## config.mk

```make
export PLATFORM = sky130hd
export DESIGN_NAME = adc0804_sampler
export DESIGN_NICKNAME = d
export VERILOG_FILES = /design/src/rtl/heartaware_pkg.sv /design/src/rtl/sample_tick_gen.sv /design/src/rtl/synchronize.sv /design/src/rtl/adc0804_sampler.sv
export SDC_FILE = /design/constraint.sdc
export NUM_CORES = 1
export LEC_CHECK = 0
export CORE_ASPECT_RATIO = 2
export CORE_MARGIN = 5
export CORE_UTILIZATION = 55
export CTS_CLUSTER_DIAMETER = 60
export DETAILED_ROUTE_END_ITERATION = 10
export DONT_BUFFER_PORTS = 1
export HOLD_SLACK_MARGIN = 0.06
export PLACE_DENSITY = 0.73
export SETUP_SLACK_MARGIN = 0.2
export SLEW_MARGIN = 20
export SYNTH_ARGS = -nofsm -noshare
export SYNTH_HDL_FRONTEND = slang
export SYNTH_SLANG_ARGS = --single-unit
```

## constraint.sdc

```tcl
create_clock -name clk -period 5.6 [get_ports clk]
set_input_delay 1.12 -clock clk [delete_from_list [all_inputs] [get_ports clk]]
set_output_delay 1.12 -clock clk [all_outputs]
set_load 0.05 [all_outputs]
```

## src/rtl/heartaware_pkg.sv

```systemverilog
// Shared definitions for the heart-aware signal capture path.
// Holds the sampler state encoding and the sample memory geometry.
package heartaware_pkg;

    localparam int SAMPLE_W   = 8;
    localparam int SIG_ADDR_W = 10;

    typedef logic [2:0] state_t;

    localparam state_t IDLE      = 3'd0;
    localparam state_t WR_PULSE  = 3'd1;
    localparam state_t WAIT_INTR = 3'd2;
    localparam state_t RD_ACCESS = 3'd3;
    localparam state_t WRITE     = 3'd4;

endpackage

```

## src/rtl/sample_tick_gen.sv

```systemverilog
// Enable-gated sample period counter.
// Emits a registered one-cycle tick each time the count wraps; holds at zero while disabled.
module sample_tick_gen #(
    parameter int PERIOD = 100_000
) (
    input  logic clk,
    input  logic reset_n,
    input  logic enable,
    output logic tick
);

    localparam int CW = (PERIOD > 1) ? $clog2(PERIOD) : 1;

    logic [CW-1:0] count;

    always_ff @(posedge clk or negedge reset_n) begin
        if (!reset_n) begin
            count <= '0;
            tick  <= 1'b0;
        end else if (!enable) begin
            count <= '0;
            tick  <= 1'b0;
        end else if (count == CW'(PERIOD - 1)) begin
            count <= '0;
            tick  <= 1'b1;
        end else begin
            count <= count + CW'(1);
            tick  <= 1'b0;
        end
    end

endmodule

```

## src/rtl/synchronize.sv

```systemverilog
// Two-flop synchronizer for a single asynchronous level.
// RESET_VAL lets active-low inputs come out of reset in their inactive state.
module synchronize #(
    parameter logic RESET_VAL = 1'b0
) (
    input  logic clk,
    input  logic reset_n,
    input  logic d,
    output logic q
);

    logic meta;

    always_ff @(posedge clk or negedge reset_n) begin
        if (!reset_n) begin
            meta <= RESET_VAL;
            q    <= RESET_VAL;
        end else begin
            meta <= d;
            q    <= meta;
        end
    end

endmodule

```

## src/rtl/adc0804_sampler.sv

```systemverilog
// ADC0804 bus initiator: periodically starts a conversion, waits for INTR_n,
// reads the byte and writes it into the signal memory at a wrapping address.
module adc0804_sampler
    import heartaware_pkg::*;
#(
    parameter int SAMPLE_PERIOD  = 100_000,
    parameter int WR_LOW_CYCLES  = 20,
    parameter int RD_CYCLES      = 30,
    parameter int TIMEOUT_CYCLES = 20_000,
    parameter int ADDR_W         = SIG_ADDR_W
) (
    input  logic                clk,
    input  logic                reset_n,
    input  logic                enable,
    input  logic                clear_err,
    input  logic [SAMPLE_W-1:0] adc_data,
    input  logic                adc_intr_n,
    output logic                adc_cs_n,
    output logic                adc_rd_n,
    output logic                adc_wr_n,
    output logic                mem_we,
    output logic [ADDR_W-1:0]   mem_addr,
    output logic [SAMPLE_W-1:0] mem_din,
    output logic                busy,
    output logic                timeout_err,
    output logic                overrun_err
);

    localparam int MAX_A   = (WR_LOW_CYCLES > RD_CYCLES) ? WR_LOW_CYCLES : RD_CYCLES;
    localparam int CNT_MAX = (MAX_A > TIMEOUT_CYCLES) ? MAX_A : TIMEOUT_CYCLES;
    localparam int CNT_W   = $clog2(CNT_MAX + 1);

    logic             rst_sync_n;
    logic             intr_sync;
    logic             tick;
    state_t           state;
    logic [CNT_W-1:0] cnt;
    logic             timeout_hit;
    logic             overrun_hit;

    // Reset asserts immediately but releases on a clock edge.
    synchronize #(.RESET_VAL(1'b0)) u_rst_sync (
        .clk     (clk),
        .reset_n (reset_n),
        .d       (1'b1),
        .q       (rst_sync_n)
    );

    synchronize #(.RESET_VAL(1'b1)) u_intr_sync (
        .clk     (clk),
        .reset_n (rst_sync_n),
        .d       (adc_intr_n),
        .q       (intr_sync)
    );

    sample_tick_gen #(.PERIOD(SAMPLE_PERIOD)) u_tick_gen (
        .clk     (clk),
        .reset_n (rst_sync_n),
        .enable  (enable),
        .tick    (tick)
    );

    assign busy        = (state != IDLE);
    assign timeout_hit = (state == WAIT_INTR) && intr_sync && (cnt == CNT_W'(TIMEOUT_CYCLES - 1));
    assign overrun_hit = tick && busy;

    // One shared phase counter times the WR pulse, the INTR wait and the RD window.
    always_ff @(posedge clk or negedge rst_sync_n) begin
        if (!rst_sync_n) begin
            state    <= IDLE;
            cnt      <= '0;
            adc_cs_n <= 1'b1;
            adc_rd_n <= 1'b1;
            adc_wr_n <= 1'b1;
            mem_we   <= 1'b0;
            mem_addr <= '0;
            mem_din  <= '0;
        end else begin
            mem_we <= 1'b0;
            case (state)
                IDLE: begin
                    if (tick && enable) begin
                        state    <= WR_PULSE;
                        cnt      <= '0;
                        adc_cs_n <= 1'b0;
                        adc_wr_n <= 1'b0;
                    end
                end
                WR_PULSE: begin
                    if (cnt == CNT_W'(WR_LOW_CYCLES - 1)) begin
                        state    <= WAIT_INTR;
                        cnt      <= '0;
                        adc_cs_n <= 1'b1;
                        adc_wr_n <= 1'b1;
                    end else begin
                        cnt <= cnt + CNT_W'(1);
                    end
                end
                WAIT_INTR: begin
                    if (!intr_sync) begin
                        state    <= RD_ACCESS;
                        cnt      <= '0;
                        adc_cs_n <= 1'b0;
                        adc_rd_n <= 1'b0;
                    end else if (timeout_hit) begin
                        state <= IDLE;
                        cnt   <= '0;
                    end else begin
                        cnt <= cnt + CNT_W'(1);
                    end
                end
                RD_ACCESS: begin
                    if (cnt == CNT_W'(RD_CYCLES - 1)) begin
                        state    <= WRITE;
                        cnt      <= '0;
                        adc_cs_n <= 1'b1;
                        adc_rd_n <= 1'b1;
                        mem_din  <= adc_data;
                        mem_we   <= 1'b1;
                    end else begin
                        cnt <= cnt + CNT_W'(1);
                    end
                end
                WRITE: begin
                    state    <= IDLE;
                    mem_addr <= mem_addr + ADDR_W'(1);
                end
                default: begin
                    state    <= IDLE;
                    cnt      <= '0;
                    adc_cs_n <= 1'b1;
                    adc_rd_n <= 1'b1;
                    adc_wr_n <= 1'b1;
                end
            endcase
        end
    end

    // Sticky error flags; a new event outranks a simultaneous clear.
    always_ff @(posedge clk or negedge rst_sync_n) begin
        if (!rst_sync_n) begin
            timeout_err <= 1'b0;
            overrun_err <= 1'b0;
        end else begin
            timeout_err <= timeout_hit | (timeout_err & ~clear_err);
            overrun_err <= overrun_hit | (overrun_err & ~clear_err);
        end
    end

endmodule

```

## After elaboration in Yosys (flattened, before gate mapping)

Index checks and enable logic that the tools add are counted.

| operators by class | value |
|---|---|
| $add $sub $neg | 3 |
| multiply operators | 0 |
| div/mod/pow operators | 0 |
| order comparisons | 0 |
| equality and inequality tests | 13 |
| shift operators | 0 |
| muxes and demuxes | 25 |
| bitwise operators | 8 |
| reductions and logical operators | 14 |

Operator list:

| kind | count |
|---|---|
| $mux 15 | 5 |
| $pmux 15 s5 | 1 |
| $mux 17 | 2 |
| $eq 15x5->1 const B | 2 |
| $add 17x1->17 const B | 1 |
| $eq 17x17->1 const B | 1 |
| $add 15x1->15 const B | 1 |
| $eq 15x15->1 const B | 1 |
| $mux 3 | 5 |
| $pmux 3 s4 | 1 |
| $add 10x1->10 const B | 1 |
| $mux 1 | 8 |
| $ne 2x2->1 const B | 4 |
| $eq 3x2->1 const B | 2 |
| $pmux 1 s3 | 2 |
| $reduce_and 3->1 | 2 |
| $reduce_or 3->1 | 2 |
| $pmux 1 s5 | 1 |
| $reduce_and 5->1 | 1 |
| $logic_and 1x1->1 | 4 |
| $not 1->1 | 4 |
| $reduce_and 2->1 | 2 |
| $reduce_and 4->1 | 1 |
| $eq 3x1->1 const B | 1 |
| 6 further kinds | 8 |

| word-level totals | value |
|---|---|
| bits in registers | 64 |
| latch bits | 0 |
| memory bits (writable) | 0 |
| memory bits (read-only) | 0 |
| bits of input ports | 13 |
| word-level logic and storage cells | 79 |
| memories | 0 |

## Longest topological paths before layout

| depth | value |
|---|---|
| depth in word-level cells | 6 |
| mapped depth | 8 |
| depth with buffers taken out | 7 |

## Hierarchy

A second synthesis with hierarchy kept.

| unflattened totals | value |
|---|---|
| cell total of the unflattened synthesis | 300 |
| area, all modules | 3163.0 um2 |

By module, submodules not included:

| module | times used | cells each | area each (um2) | seq. area each (um2) |
|---|---|---|---|---|
| adc0804_sampler | 1 | 207 | 2139.6 | 1054.8 |
| sample_tick_gen | 1 | 89 | 920.9 | 450.4 |
| synchronize (u_intr_sync) | 1 | 2 | 52.6 | 52.6 |
| synchronize (u_rst_sync) | 1 | 2 | 50.0 | 50.0 |

## Worst setup path after synthesis

OpenSTA, ideal clock, no wires.

| path | value |
|---|---|
| path type | input -> register |
| from | input port enable |
| to | register adc_cs_n |
| setup time | 0.075 ns |
| arrival time | 2.250 ns |
| setup slack | 3.275 ns |
| stages on the path | 5 |
| path buffers | 0 |
| cell sequence | nand2_1 o21ai_0 o31a_1 o211ai_1 mux2i_1 |

| on the way | value |
|---|---|
| cells in the longest elaborated chain, start to end | 3 |

Ends and longest elaborated chain:

| what | line | text |
|---|---|---|
| from (decl) | adc0804_sampler.sv:14 | `input logic enable,` |
| $logic_and 1x1->1 | adc0804_sampler.sv:82 | `if (tick && enable) begin` |
| $ne 2x2->1 (no source line) | -- |  |
| $reduce_and 5->1 (no source line) | -- |  |
| to (signal assigned) | adc0804_sampler.sv:85 | `adc_cs_n <= 1'b0;` |
| to (signal assigned) | adc0804_sampler.sv:93 | `adc_cs_n <= 1'b1;` |
| to (signal assigned) | adc0804_sampler.sv:103 | `adc_cs_n <= 1'b0;` |
| to (decl) | adc0804_sampler.sv:18 | `output logic adc_cs_n,` |

Every way passes these cells.
A chain may end at the register's enable or synchronous reset.

## Final worst setup path

| path | value |
|---|---|
| from | register state[2] |
| to | output port busy |

| on the way | value |
|---|---|
| cells in the longest elaborated chain, start to end | 1 |

Ends and longest elaborated chain:

| what | line | text |
|---|---|---|
| from (decl) | adc0804_sampler.sv:36 | `state_t state;` |
| from (signal assigned) | adc0804_sampler.sv:70 | `state <= IDLE;` |
| from (signal assigned) | adc0804_sampler.sv:83 | `state <= WR_PULSE;` |
| from (signal assigned) | adc0804_sampler.sv:91 | `state <= WAIT_INTR;` |
| $reduce_bool 3->1 | adc0804_sampler.sv:63 | `assign busy = (state != IDLE);` |
| to (decl) | adc0804_sampler.sv:24 | `output logic busy,` |

Every way passes these cells.

==> metrics.md <==
| Metric | Value |
|---|---|
| Status | `finished clean` |
| Synth Cell Area | `3050 sq um` |
| Crit-path leading delay family | `flip-flops` |
| Area share of the largest cell type after synthesis | `48.5%` |
| FILL cells | `between 400 and 500` |
| Number of synthesized flops with an enable pin | `0` |
| DRC viols | `0` |
| Post-synth ARST share | `100%` |
| WHS | `~0.36 ns` |
| Crit end category | `output port` |
| CTS max path bufs | `2` |
| Worst Tran Pin Value | `0.994 ns` |
| # resized after CTS | `0` |
| Dpl cells | `355` |
| FP Rows | `38` |
| Total CTS buffers | `9` |
| Final core utilization | `60.7%` |
| Crit start category | `flip-flop` |
| Layout cells sized above 1 | `12.2%` |
| Die area | `7220 sq um` |
| Setup TNS | `0 ns` |
| DR vias/cell | `6.14` |
| Syn_area_per_cell | `10.2 sq um` |
| Period minus WS final | `2.73 ns` |
| Setup WS post-layout | `2.87 ns` |
| Crit path max fanout | `13` |
| Routability cong. | `0.870` |
| Root Buffer Master | `clkbuf_8` |
| Post-synth net total | `approximately 320` |
| Vias in the first global route | `approximately 2400` |
| Effective utilization at floorplan | `around 56%` |
| Final Cycle Share | `a little under 50%` |
| Post-Route WL | `6290 microns` |
| Worst Hold Class | `reg2reg` |
| Crit path max-delay cell type | `dfrtp_1` |
| Most frequent cells in the layout | `dfrtp_1, nor2_1, nand2_1, nand4_1, xor2_1` |
| Antenna diodes | `0` |
| Clk slew on worst S/H paths | `0.07 ns` |
| Post-DP HPWL | `about 4500 microns` |
| Pwr/cell area | `369 nW/um^2` |
| TritonCTS clock tree | `built` |
| Class of the most critical setup path | `reg2out` |
| Total gr overflow | `0` |
| Ports | `38` |
| Crit path cell chain | `nor3_1 -> inv_1` |
| Die Y | `about 120 microns` |
| Sequential cell area fraction in the yosys report | `52.8%` |
| Vias | `2277` |
| Initial antenna violation count | `0` |
| Worst slack, placed | `2.94 ns` |
| PortBufs | `0` |
| H-tree depth | `3` |
| Total track usage | `19.2%` |
| Area added between synthesis and finish | `8.09%` |
| Fin. Hold Viols | `0` |
| Worst Path Buf+Inv | `1` |
| Post-route insts no fill | `371` |
| Cell count after synthesis | `300` |
| FF+latch count, synth | `64` |
| DRT antenna net count | `0` |
| Clk_lat worst skew | `0.35 ns` |
| Largest net degree at the start of global routing | `between 60 and 70` |
| CORE AREA | `5420 sq um` |
| RSZ-0062 raised after global routing | `no` |
| Clk sinks | `64` |
| CP max stage delay | `0.52 ns` |
| Die width | `around 63 microns` |
| Setup-failing EPs final | `0` |
| Slew Limit Fails | `0` |
| WL/cell | `16.9 microns` |
| Worst vdd ir | `roughly 0.31 mV` |
| Fmax | `367 MHz` |
| Area contributors post-synth | `dfrtp_1, nor2_1, dfstp_2` |
| Slew margin rel. | `32.8%` |
| Cell taking the most area after synthesis | `dfrtp_1` |
| Predominant post-synthesis flop cell | `dfrtp_1` |
| Post-CTS Setup Bufs | `0` |
| Iter 0 DRT Violations | `93` |
| Unique cell type count in the Yosys netlist | `53` |
| Commonest non-fill, non-tap cell in the layout | `dfrtp_1` |
| Synthesis warning total | `0` |
| DR pass1 iterations | `4` |
| Cts hold-fix bufs | `0` |
| Critical path data arrival time | `1.61 ns` |
| First-pass GRT wire length | `~11000 microns` |
| Clk_skew | `0.0110 ns` |
| WP data required | `4.48 ns` |
| Pleak | `approximately 1.4 nW` |
| Max-cap violations | `0` |
| Final Net Count | `323` |
| R2r setup slk | `between 2 and 3 ns` |
-- where the power goes --
part	internal, mW	total [mW]	switching [mW]	leakage (nW)
registers	0.507	0.594	0.0873	0.844
logic	0.0822	0.249	0.167	0.461
clock network	0.204	0.372	0.168	0.0904
-- cell usage after synthesis, drive strengths merged (3+ instances only) --
master,count
dfrtp,59
nor2,41
nand2,27
o21ai,17
nand4,15
xor2,14
inv,10
nand3,10
nor3,10
xnor2,10
mux2,9
a21oi,7
and3,7
clkbuf,5
dfstp,5
nor4,5
or4,5
ha,4
mux2i,4
o211ai,3
-- through the flow --
stage          area, sq um  power [mW]
2_1_floorplan         3050       0.782
3_3_place_gp          3110       0.845
3_5_place_dp          3110       0.853
4_1_cts               3290        1.23
5_1_grt               3290        1.29
6_report              3290        1.22
-- metal layers --
layer  part of all wire (%)  wire (microns)  global-route usage (%)  up-vias
met5                      0               0                       0        -
li1                       -               -                       -     1082
met1                     36            2270                    18.8     1096
met4                    4.1             260                    13.5        0
met2                     53            3300                    32.6       75
met3                    7.1             449                    7.53       24
-- worst register-to-register path: stages (launching register included) --
cell and delay, ns:
dfrtp_1 0.44, or4_1 0.65, nor4_2 0.35, o32ai_1 0.23
buf_4 0.22, nor3_2 0.45, o21ai_0 0.18
-- kinds of logic after synthesis --
logic type               count (synthesis)  share of synthesized area [%]
XOR/XNOR                                24                           6.90
adder cells (fa/ha/maj)                  4                           1.64
other                                    1                          0.123
buffers and inverters                   17                           2.14
flip-flops                              64                           52.8
AO/OA/AOI/OAI                           44                           9.16
AND/OR/NAND/NOR                        133                           22.6
multiplexers                            13                           4.64
-- area by class of cell --
| class | instances | area [sq um] | area share (%) |
|---|---|---|---|
| clock inverter | 4 | 47.5 | 1.44 |
| sequential | 64 | 1610 | 48.9 |
| clock buffer | 12 | 135 | 4.10 |
| inverter | 10 | 37.5 | 1.14 |
| tap | 60 | 75.1 | 2.28 |
| multi-input combinational | 219 | 1370 | 41.7 |
| timing repair buffer | 2 | 15.0 | 0.456 |
-- worst paths after layout --
| check | startpoint | to | depth (start not counted) |
|---|---|---|---|
| setup / recovery | state[2] | busy | 2 |
| hold / removal | u_rst_sync.meta | u_rst_sync.q | 0 |
| setup reg to reg | cnt[11] | cnt[12] | 6 |
| hold reg to reg | u_rst_sync.meta | u_rst_sync.q | 0 |
| max in group asynchronous | u_rst_sync.q | mem_addr[5] | 1 |
| min in group asynchronous | u_rst_sync.q | cnt[2] | 1 |
-- sequential cells by signal, summed over array words and instances, names as in the netlist --
signal,flops
u_rst_sync.q,1
state,3
u_tick_gen.count,17
mem_we,1
adc_rd_n,1
u_rst_sync.meta,1
u_intr_sync.q,1
mem_addr,10
u_tick_gen.tick,1
mem_din,8
u_intr_sync.meta,1
timeout_err,1
overrun_err,1
cnt,15
adc_cs_n,1
adc_wr_n,1
Power figures use the tool's default switching activity.
